[config.mk]
export PLATFORM = sky130hd
export DESIGN_NAME = niosballe_pio_out
export DESIGN_NICKNAME = d
export VERILOG_FILES = /design/src/rtl/niosballe_pio_pkg.sv /design/src/rtl/niosballe_sync_edge.sv /design/src/rtl/niosballe_pio_out.sv
export SDC_FILE = /design/constraint.sdc
export NUM_CORES = 1
export LEC_CHECK = 0
export CORE_ASPECT_RATIO = 1.25
export CORE_MARGIN = 2
export CORE_UTILIZATION = 46
export CTS_BUF_LIST = sky130_fd_sc_hd__clkbuf_4
export DETAILED_ROUTE_END_ITERATION = 10
export MAX_ROUTING_LAYER = met4
export PLACE_DENSITY = 0.95
export SLEW_MARGIN = 15
export SYNTH_ARGS = -nofsm -noshare
export SYNTH_HDL_FRONTEND = slang
export SYNTH_SLANG_ARGS = --single-unit
[constraint.sdc]
create_clock -name clk -period 2.6 [get_ports clk]
set_clock_uncertainty 0.05 [all_clocks]
set_input_delay 0.65 -clock clk [delete_from_list [all_inputs] [get_ports clk]]
set_output_delay 0.65 -clock clk [all_outputs]
set_load 0.005 [all_outputs]
[src/rtl/niosballe_pio_pkg.sv]
// Shared constants and helpers for the niosballe output PIO.
package niosballe_pio_pkg;

    // Register map (word addresses on the Avalon-MM slave)
    localparam logic [1:0] ADDR_DATA   = 2'd0;
    localparam logic [1:0] ADDR_CTRL   = 2'd1;
    localparam logic [1:0] ADDR_OUTSET = 2'd2;
    localparam logic [1:0] ADDR_OUTCLR = 2'd3;

    // CTRL register bit positions
    localparam int unsigned CTRL_SYNC_MODE = 0;
    localparam int unsigned CTRL_PENDING   = 1;

    // Builds the CTRL readback word; all unused bits read as zero.
    function automatic logic [31:0] ctrl_word(input logic sync_mode, input logic pending);
        logic [31:0] w;
        w = 32'd0;
        w[CTRL_SYNC_MODE] = sync_mode;
        w[CTRL_PENDING]   = pending;
        return w;
    endfunction

endpackage

[src/rtl/niosballe_sync_edge.sv]
// Two-flop synchronizer for an asynchronous strobe followed by a rising-edge
// detector. A strobe held high produces exactly one rise.
module niosballe_sync_edge (
    input  logic clk,
    input  logic reset_n,
    input  logic async_in,
    output logic rise
);

    logic s1_q, s2_q, s3_q;
    logic s1_d, s2_d, s3_d;

    // Next-state for the synchronizer chain and the delayed copy
    always_comb begin
        s1_d = async_in;
        s2_d = s1_q;
        s3_d = s2_q;
    end

    // Synchronizer and delay flops, cleared asynchronously so an in-flight edge is discarded
    always_ff @(posedge clk or negedge reset_n) begin
        if (!reset_n) begin
            s1_q <= 1'b0;
            s2_q <= 1'b0;
            s3_q <= 1'b0;
        end else begin
            s1_q <= s1_d;
            s2_q <= s2_d;
            s3_q <= s3_d;
        end
    end

    assign rise = s2_q & ~s3_q;

endmodule

[src/rtl/niosballe_pio_out.sv]
// Avalon-MM output PIO: shadow register with set/clear aliases, optional
// double-buffering committed on a synchronized frame_sync rising edge.
module niosballe_pio_out
    import niosballe_pio_pkg::*;
#(
    parameter int unsigned                DATA_WIDTH  = 11,
    parameter logic [DATA_WIDTH-1:0]      RESET_VALUE = {DATA_WIDTH{1'b0}}
) (
    input  logic                  clk,
    input  logic                  reset_n,
    input  logic [1:0]            address,
    input  logic                  chipselect,
    input  logic                  write_n,
    input  logic [31:0]           writedata,
    output logic [31:0]           readdata,
    input  logic                  frame_sync,
    output logic [DATA_WIDTH-1:0] out_port,
    output logic                  commit_pulse
);

    logic                  wr_s;
    logic                  shadow_upd_s;
    logic                  ctrl_wr_s;
    logic                  rise_s;
    logic [DATA_WIDTH-1:0] wd_s;
    logic [31:0]           shadow_ext_s;
    logic [31:0]           out_ext_s;

    logic [DATA_WIDTH-1:0] shadow_q, shadow_d;
    logic [DATA_WIDTH-1:0] out_q, out_d;
    logic                  sync_mode_q, sync_mode_d;
    logic                  pending_q, pending_d;
    logic                  pulse_q, pulse_d;
    logic [31:0]           readdata_q, readdata_d;

    niosballe_sync_edge u_sync_edge (
        .clk      (clk),
        .reset_n  (reset_n),
        .async_in (frame_sync),
        .rise     (rise_s)
    );

    // Bits of writedata above DATA_WIDTH are intentionally ignored
    if (DATA_WIDTH < 32) begin : g_unused_wd
        logic unused_wd_s;
        assign unused_wd_s = ^writedata[31:DATA_WIDTH];
    end

    // Write decode and shadow update (DATA load, OUTSET, OUTCLR)
    always_comb begin
        wr_s         = chipselect & ~write_n;
        wd_s         = writedata[DATA_WIDTH-1:0];
        ctrl_wr_s    = wr_s & (address == ADDR_CTRL);
        shadow_upd_s = wr_s & (address != ADDR_CTRL);
        shadow_d     = shadow_q;
        if (wr_s) begin
            case (address)
                ADDR_DATA:   shadow_d = wd_s;
                ADDR_OUTSET: shadow_d = shadow_q | wd_s;
                ADDR_OUTCLR: shadow_d = shadow_q & ~wd_s;
                default:     shadow_d = shadow_q;
            endcase
        end else begin
            shadow_d = shadow_q;
        end
    end

    // Output, pending and mode control; a write colliding with a commit edge commits the post-write value
    always_comb begin
        out_d       = out_q;
        pending_d   = pending_q;
        pulse_d     = 1'b0;
        sync_mode_d = sync_mode_q;
        if (ctrl_wr_s) begin
            sync_mode_d = writedata[CTRL_SYNC_MODE];
        end else begin
            sync_mode_d = sync_mode_q;
        end
        if (!sync_mode_q) begin
            pending_d = 1'b0;
            if (shadow_upd_s) begin
                out_d = shadow_d;
            end else begin
                out_d = out_q;
            end
        end else if (ctrl_wr_s && !writedata[CTRL_SYNC_MODE]) begin
            // Leaving sync mode flushes any pending value without a pulse
            pending_d = 1'b0;
            if (pending_q) begin
                out_d = shadow_q;
            end else begin
                out_d = out_q;
            end
        end else if (rise_s && (pending_q || shadow_upd_s)) begin
            out_d     = shadow_d;
            pending_d = 1'b0;
            pulse_d   = 1'b1;
        end else if (shadow_upd_s) begin
            pending_d = 1'b1;
        end else begin
            pending_d = pending_q;
        end
    end

    // Zero-extended copies of the shadow and live output for readback
    always_comb begin
        shadow_ext_s = 32'd0;
        out_ext_s    = 32'd0;
        shadow_ext_s[DATA_WIDTH-1:0] = shadow_q;
        out_ext_s[DATA_WIDTH-1:0]    = out_q;
    end

    // Read mux, registered every cycle regardless of chipselect
    always_comb begin
        case (address)
            ADDR_DATA:   readdata_d = shadow_ext_s;
            ADDR_CTRL:   readdata_d = ctrl_word(sync_mode_q, pending_q);
            ADDR_OUTSET: readdata_d = out_ext_s;
            ADDR_OUTCLR: readdata_d = 32'd0;
            default:     readdata_d = 32'd0;
        endcase
    end

    // State registers with asynchronous active-low reset
    always_ff @(posedge clk or negedge reset_n) begin
        if (!reset_n) begin
            shadow_q    <= RESET_VALUE;
            out_q       <= RESET_VALUE;
            sync_mode_q <= 1'b0;
            pending_q   <= 1'b0;
            pulse_q     <= 1'b0;
            readdata_q  <= 32'd0;
        end else begin
            shadow_q    <= shadow_d;
            out_q       <= out_d;
            sync_mode_q <= sync_mode_d;
            pending_q   <= pending_d;
            pulse_q     <= pulse_d;
            readdata_q  <= readdata_d;
        end
    end

    assign out_port     = out_q;
    assign commit_pulse = pulse_q;
    assign readdata     = readdata_q;

endmodule
* Word level (Yosys, flattened, before mapping) *
Cells that the tools add are included.

word-level totals
  output and inout bits = 44
  register bits = 60
  bits of input ports = 39
  word-level logic and storage cells = 47

cells by class
  bitwise gates (word level) = 9
  equality and inequality tests = 7
  reductions and logical operators = 7
  multiplexer cells = 15

operator list
  kind                count
  $pmux 32 s4         1
  $mux 11             6
  $pmux 11 s3         1
  $and 11x11->11      1
  $not 11->11         1
  $or 11x11->11       1
  $mux 1              7
  $and 1x1->1         4
  $eq 2x2->1 const B  2
  $ne 4x2->1 const B  1
  $ne 3x1->1 const B  1
  $ne 3x3->1 const B  1
  $reduce_and 3->1    1
  $eq 2x1->1 const B  1
  $logic_and 1x1->1   2
  $logic_not 2->1     1
  $ne 2x1->1 const B  1
  $not 1->1           2
  $reduce_bool 2->1   1
  $logic_not 1->1     1
  $logic_or 1x1->1    1

* Depth between registers and ports, before layout *
  depth in word-level cells = 8
  depth in mapped cells = 6
  gate-level depth less buffers = 4

* Modules after synthesis *
Synthesis repeated with hierarchy kept, for this count alone.

unflattened totals
  cell total of the unflattened synthesis = 159
  area total of the unflattened synthesis = 1901.8 um^2

modules (own cells, without submodules)
  module               area an instance (um^2)  times used  cells an instance  sequential area each (um^2)
  niosballe_pio_out    1813.0                   1           155                900.9
  niosballe_sync_edge  88.8                     1           4                  75.1

* Least setup slack after synthesis *
Ideal clock, no wire load.

  kind = input port to flip-flop
  from = in address[0]
  to = reg out_q[6], in the netlist out_port[6]
  stages on the path = 6
  data required time = 2425 ps
  arrival = 1630 ps
  setup slack = 796 ps
  path through = buf_4 nand2b_4 a22o_1 o21ai_2 buf_6 mux2_2

on the way
  longest elaborated chain between the ends = 6
  elaborated cells on any way between the ends = 20
  those cells by class = 6 x eq/ne; 6 x mux; 2 x bitwise; 6 x reduce/logical

RTL lines
  element                                              line                                              source
  from (decl)                                          niosballe_pio_out.sv:11                           input logic [1:0] address,
  $eq 2x2->1 (tied with other cells)                   niosballe_pio_out.sv:57                           case (address)
  $pmux 11 s3 / $and 1x1->1 (equally long branches)    niosballe_pio_out.sv:57, niosballe_pio_out.sv:54
  $mux 11 / $logic_or 1x1->1 (equally long branches)   niosballe_pio_out.sv:56, niosballe_pio_out.sv:94
  $mux 11 / $logic_and 1x1->1 (equally long branches)  niosballe_pio_out.sv:94                           end else if (rise_s && (pending_q || shadow_upd_s)) begin
  $mux 11 / $ne 3x1->1 (equally long branches)         n/a
  $mux 11 / $reduce_and 3->1 (equally long branches)   n/a
  to (signal assigned)                                 niosballe_pio_out.sv:135                          out_q <= out_d;
  to (decl)                                            niosballe_pio_out.sv:30                           logic [DATA_WIDTH-1:0] out_q, out_d;

Several ways; a longest one is shown, not always the timed one. The select of a mux whose other input is x is not followed.
A chain may end at the register's enable or synchronous reset.

* Worst setup path in the final report *
  from = in address[1]
  to = reg out_q[3], in the netlist out_port[3]

Same word-level chain as after synthesis.

==> qor.txt <==
Initial Util = 48.8%
Die Span Y = 75.4 um
Sequential Power Share = 47.9%
DP Wirelength = 2470 um
First-pass GRT wire length = 5550 um
R2r worst-path depth = 4
GRT Total Usage = 17.2%
Post-synthesis sequential area ratio = 52.0%
Maximum number of pins on one net before global-route repair = 40
DRC = 0
Post-synth EDFFs = 0
PostCTS Resize Cnt = 0
Via count = 1240
WL final = 3530 um
Post-synthesis cell count = 155
Clock buffer depth = 2
Unique masters post-synth = 28
FMAX = 444 MHz
Final setup fails = 0
Layout cells sized above 1 = 14.6%
Ant. Diodes = 0
Syn Area/Cell = 12.1 um^2
CTS buffer count = 5
Fin crit share = 86.6%
Async S/R FF share, synth = 100%
RSZ-0062 raised after global routing = no
Total gr overflow = 0
Area Growth Syn to Fin = 23.7%
Max Cap Viol = 0
Worst R2R Setup Slack = 0.74 ns
Worst Setup SP = address[1]
Flops & latches, synth = 39
Die Area = 0.00461 mm^2
CP Launch Type = input pin
Combinational power share = 29.4%
PD cells = 745 mW/mm^2
Fin crit period = 2.25 ns
Fin. max-slew vios = 0
HP Start = u_sync_edge.s1_q
Synth warnings = 0
Final hold viol count = 0
Final hold slack = 0.319 ns
Pre-antenna DRT Iters = 5
Mapped cell area = 0.00188 mm^2
Max-slew headroom = 44.2%
Hold WC Path Type = flop to flop
Worst-margin pin slew = 0.838 ns
Average wire per standard cell = 13.9 um
Status = finished clean
Postcts setup bufs = 0
Post-route cell area = 0.00232 mm^2
P_sw = 0.000456 W
Num Clock Sinks = 39
Starting DRC count in detailed routing = 48
Number of H-tree levels = 2
Clk pwr share = 22.7%
Internal power = 0.00127 W
Crit path capture type = flop
WP data arrival = 2.44 ns
Root Driver = clkbuf_4
Hold depth = 0
Port bufs = 40
DP Area = 0.00224 mm^2
CTS tree = done
Synth Flop Type = dfrtp_1
Initial antenna violation count = 0
CP Data Required Time = 2.78 ns
Row cnt = 25
Top Ports = 83
Lkg Pwr = 1.11 nW
Most frequent cells in the layout = 39 x dfrtp_1, 39 x clkdlybuf4s50_1, 21 x conb_1, 12 x nor2_1
Hold Buf Count CTS = 0
Core area = 0.00385 mm^2
Final net count = 237
Die W = 61.1 um
ANT nets after route = 0
Crit path kind = input pin to flop
Via-to-Cell Ratio = 4.90
VDD IR max = 0.363 mV
GP Congestion = 0.824
Clk_lat worst skew = 0.35 ns
Worst-path maximum fanout = 11
Switching Fraction = 26.4%
R2R Path Start = u_sync_edge.s2_q
Total power = 0.00173 W
Clock-pin slew of the registers on the worst-case setup and hold paths = 0.11 ns
Vias in the first global route = 1174
==> final timing paths <==
path                                     to
setup / recovery                out_port[3]
hold / removal             u_sync_edge.s2_q
setup reg to reg                out_port[3]
hold reg to reg            u_sync_edge.s2_q
max in group asynchronous       out_port[2]
min in group asynchronous       out_port[9]
==> critical path: stages <==
cell,delay [ns]
clkdlybuf4s50_1,0.52
nand2b_4,0.16
nor4_2,0.04
o21ai_2,0.64
mux2_2,0.41
==> power groups by stage <==
stage | Sequential, W | Clock [W] | Combinational [W]
6_report | 0.000829 | 0.000392 | 0.000509
5_1_grt | 0.000846 | 0.000415 | 0.000555
4_1_cts | 0.000828 | 0.000397 | 0.000513
3_5_place_dp | 0.000841 | 0 | 0.000511
3_3_place_gp | 0.000831 | 0 | 0.000495
2_1_floorplan | 0.000830 | 0 | 0.000253
==> routing by layer <==
| metal | global-route usage (%) | wire length, um | part of all wire (%) | vias up |
|---|---|---|---|---|
| met5 | - | 0 | 0 | - |
| met4 | 7.25 | 49 | 1.4 | 0 |
| met3 | 3.23 | 197 | 5.6 | 5 |
| met2 | 28.3 | 1820 | 52 | 50 |
| met1 | 20.5 | 1460 | 41 | 609 |
| li1 | - | - | - | 576 |
==> logic make-up (layout without fill, tap and decap cells) <==
kind of cell           after synthesis  in the layout  synth area share, %
other                                1             21                0.200
AND/OR/NAND/NOR                     41             41                 12.7
buffers and inverters               32             56                 12.3
flip-flops                          39             39                 52.0
multiplexers                        23             23                 14.7
AO/OA/AOI/OAI                       19             19                 8.13
==> synthesized netlist by cell type, types with 2 or more instances <==
| cell | n | area share, % |
|---|---|---|
| dfrtp_1 | 39 | 52 |
| buf_4 | 23 | 9.2 |
| nor2_1 | 12 | 2.4 |
| a22o_1 | 11 | 5.1 |
| mux2i_1 | 11 | 5.9 |
| nand3_1 | 10 | 2.7 |
| mux2_4 | 8 | 6.4 |
| nand2b_1 | 5 | 1.7 |
| or2b_1 | 5 | 2.0 |
| mux2_2 | 4 | 2.4 |
| buf_6 | 3 | 1.8 |
| inv_1 | 3 | 0.60 |
| o21ai_0 | 3 | 0.80 |
| buf_2 | 2 | 0.53 |
| nand2_1 | 2 | 0.40 |
| nand2b_4 | 2 | 1.5 |
==> metrics by stage <==
step | TNS [ns] | util (%) | instances | worst slack, ns
global route | 0 | 60.3 | 253 | 0.280
global placement | 0 | 58.3 | 245 | 0.0383
CTS | 0 | 60.3 | 253 | 0.357
detailed placement | -0.0415 | 58.3 | 245 | -0.0151
finish | 0 | 60.3 | 253 | 0.347
floorplan | 0 | - | 175 | 0.796
==> registers in the layout, indices dropped and copies added (netlist names) <==
register	count
commit_pulse	1
out_port	11
pending_q	1
readdata	11
shadow_q	11
sync_mode_q	1
u_sync_edge.s1_q	1
u_sync_edge.s2_q	1
u_sync_edge.s3_q	1
==> layout make-up <==
class | instances | area [um^2]
fillers | 309 | 1530
flip-flops and latches | 39 | 976
multi-input cells | 104 | 744
repair buffers | 45 | 445
well taps | 54 | 67.6
clock inverters | 3 | 38.8
clock buffers | 5 | 37.5
inverters | 3 | 11.3
(Power assumes the default switching activity.)
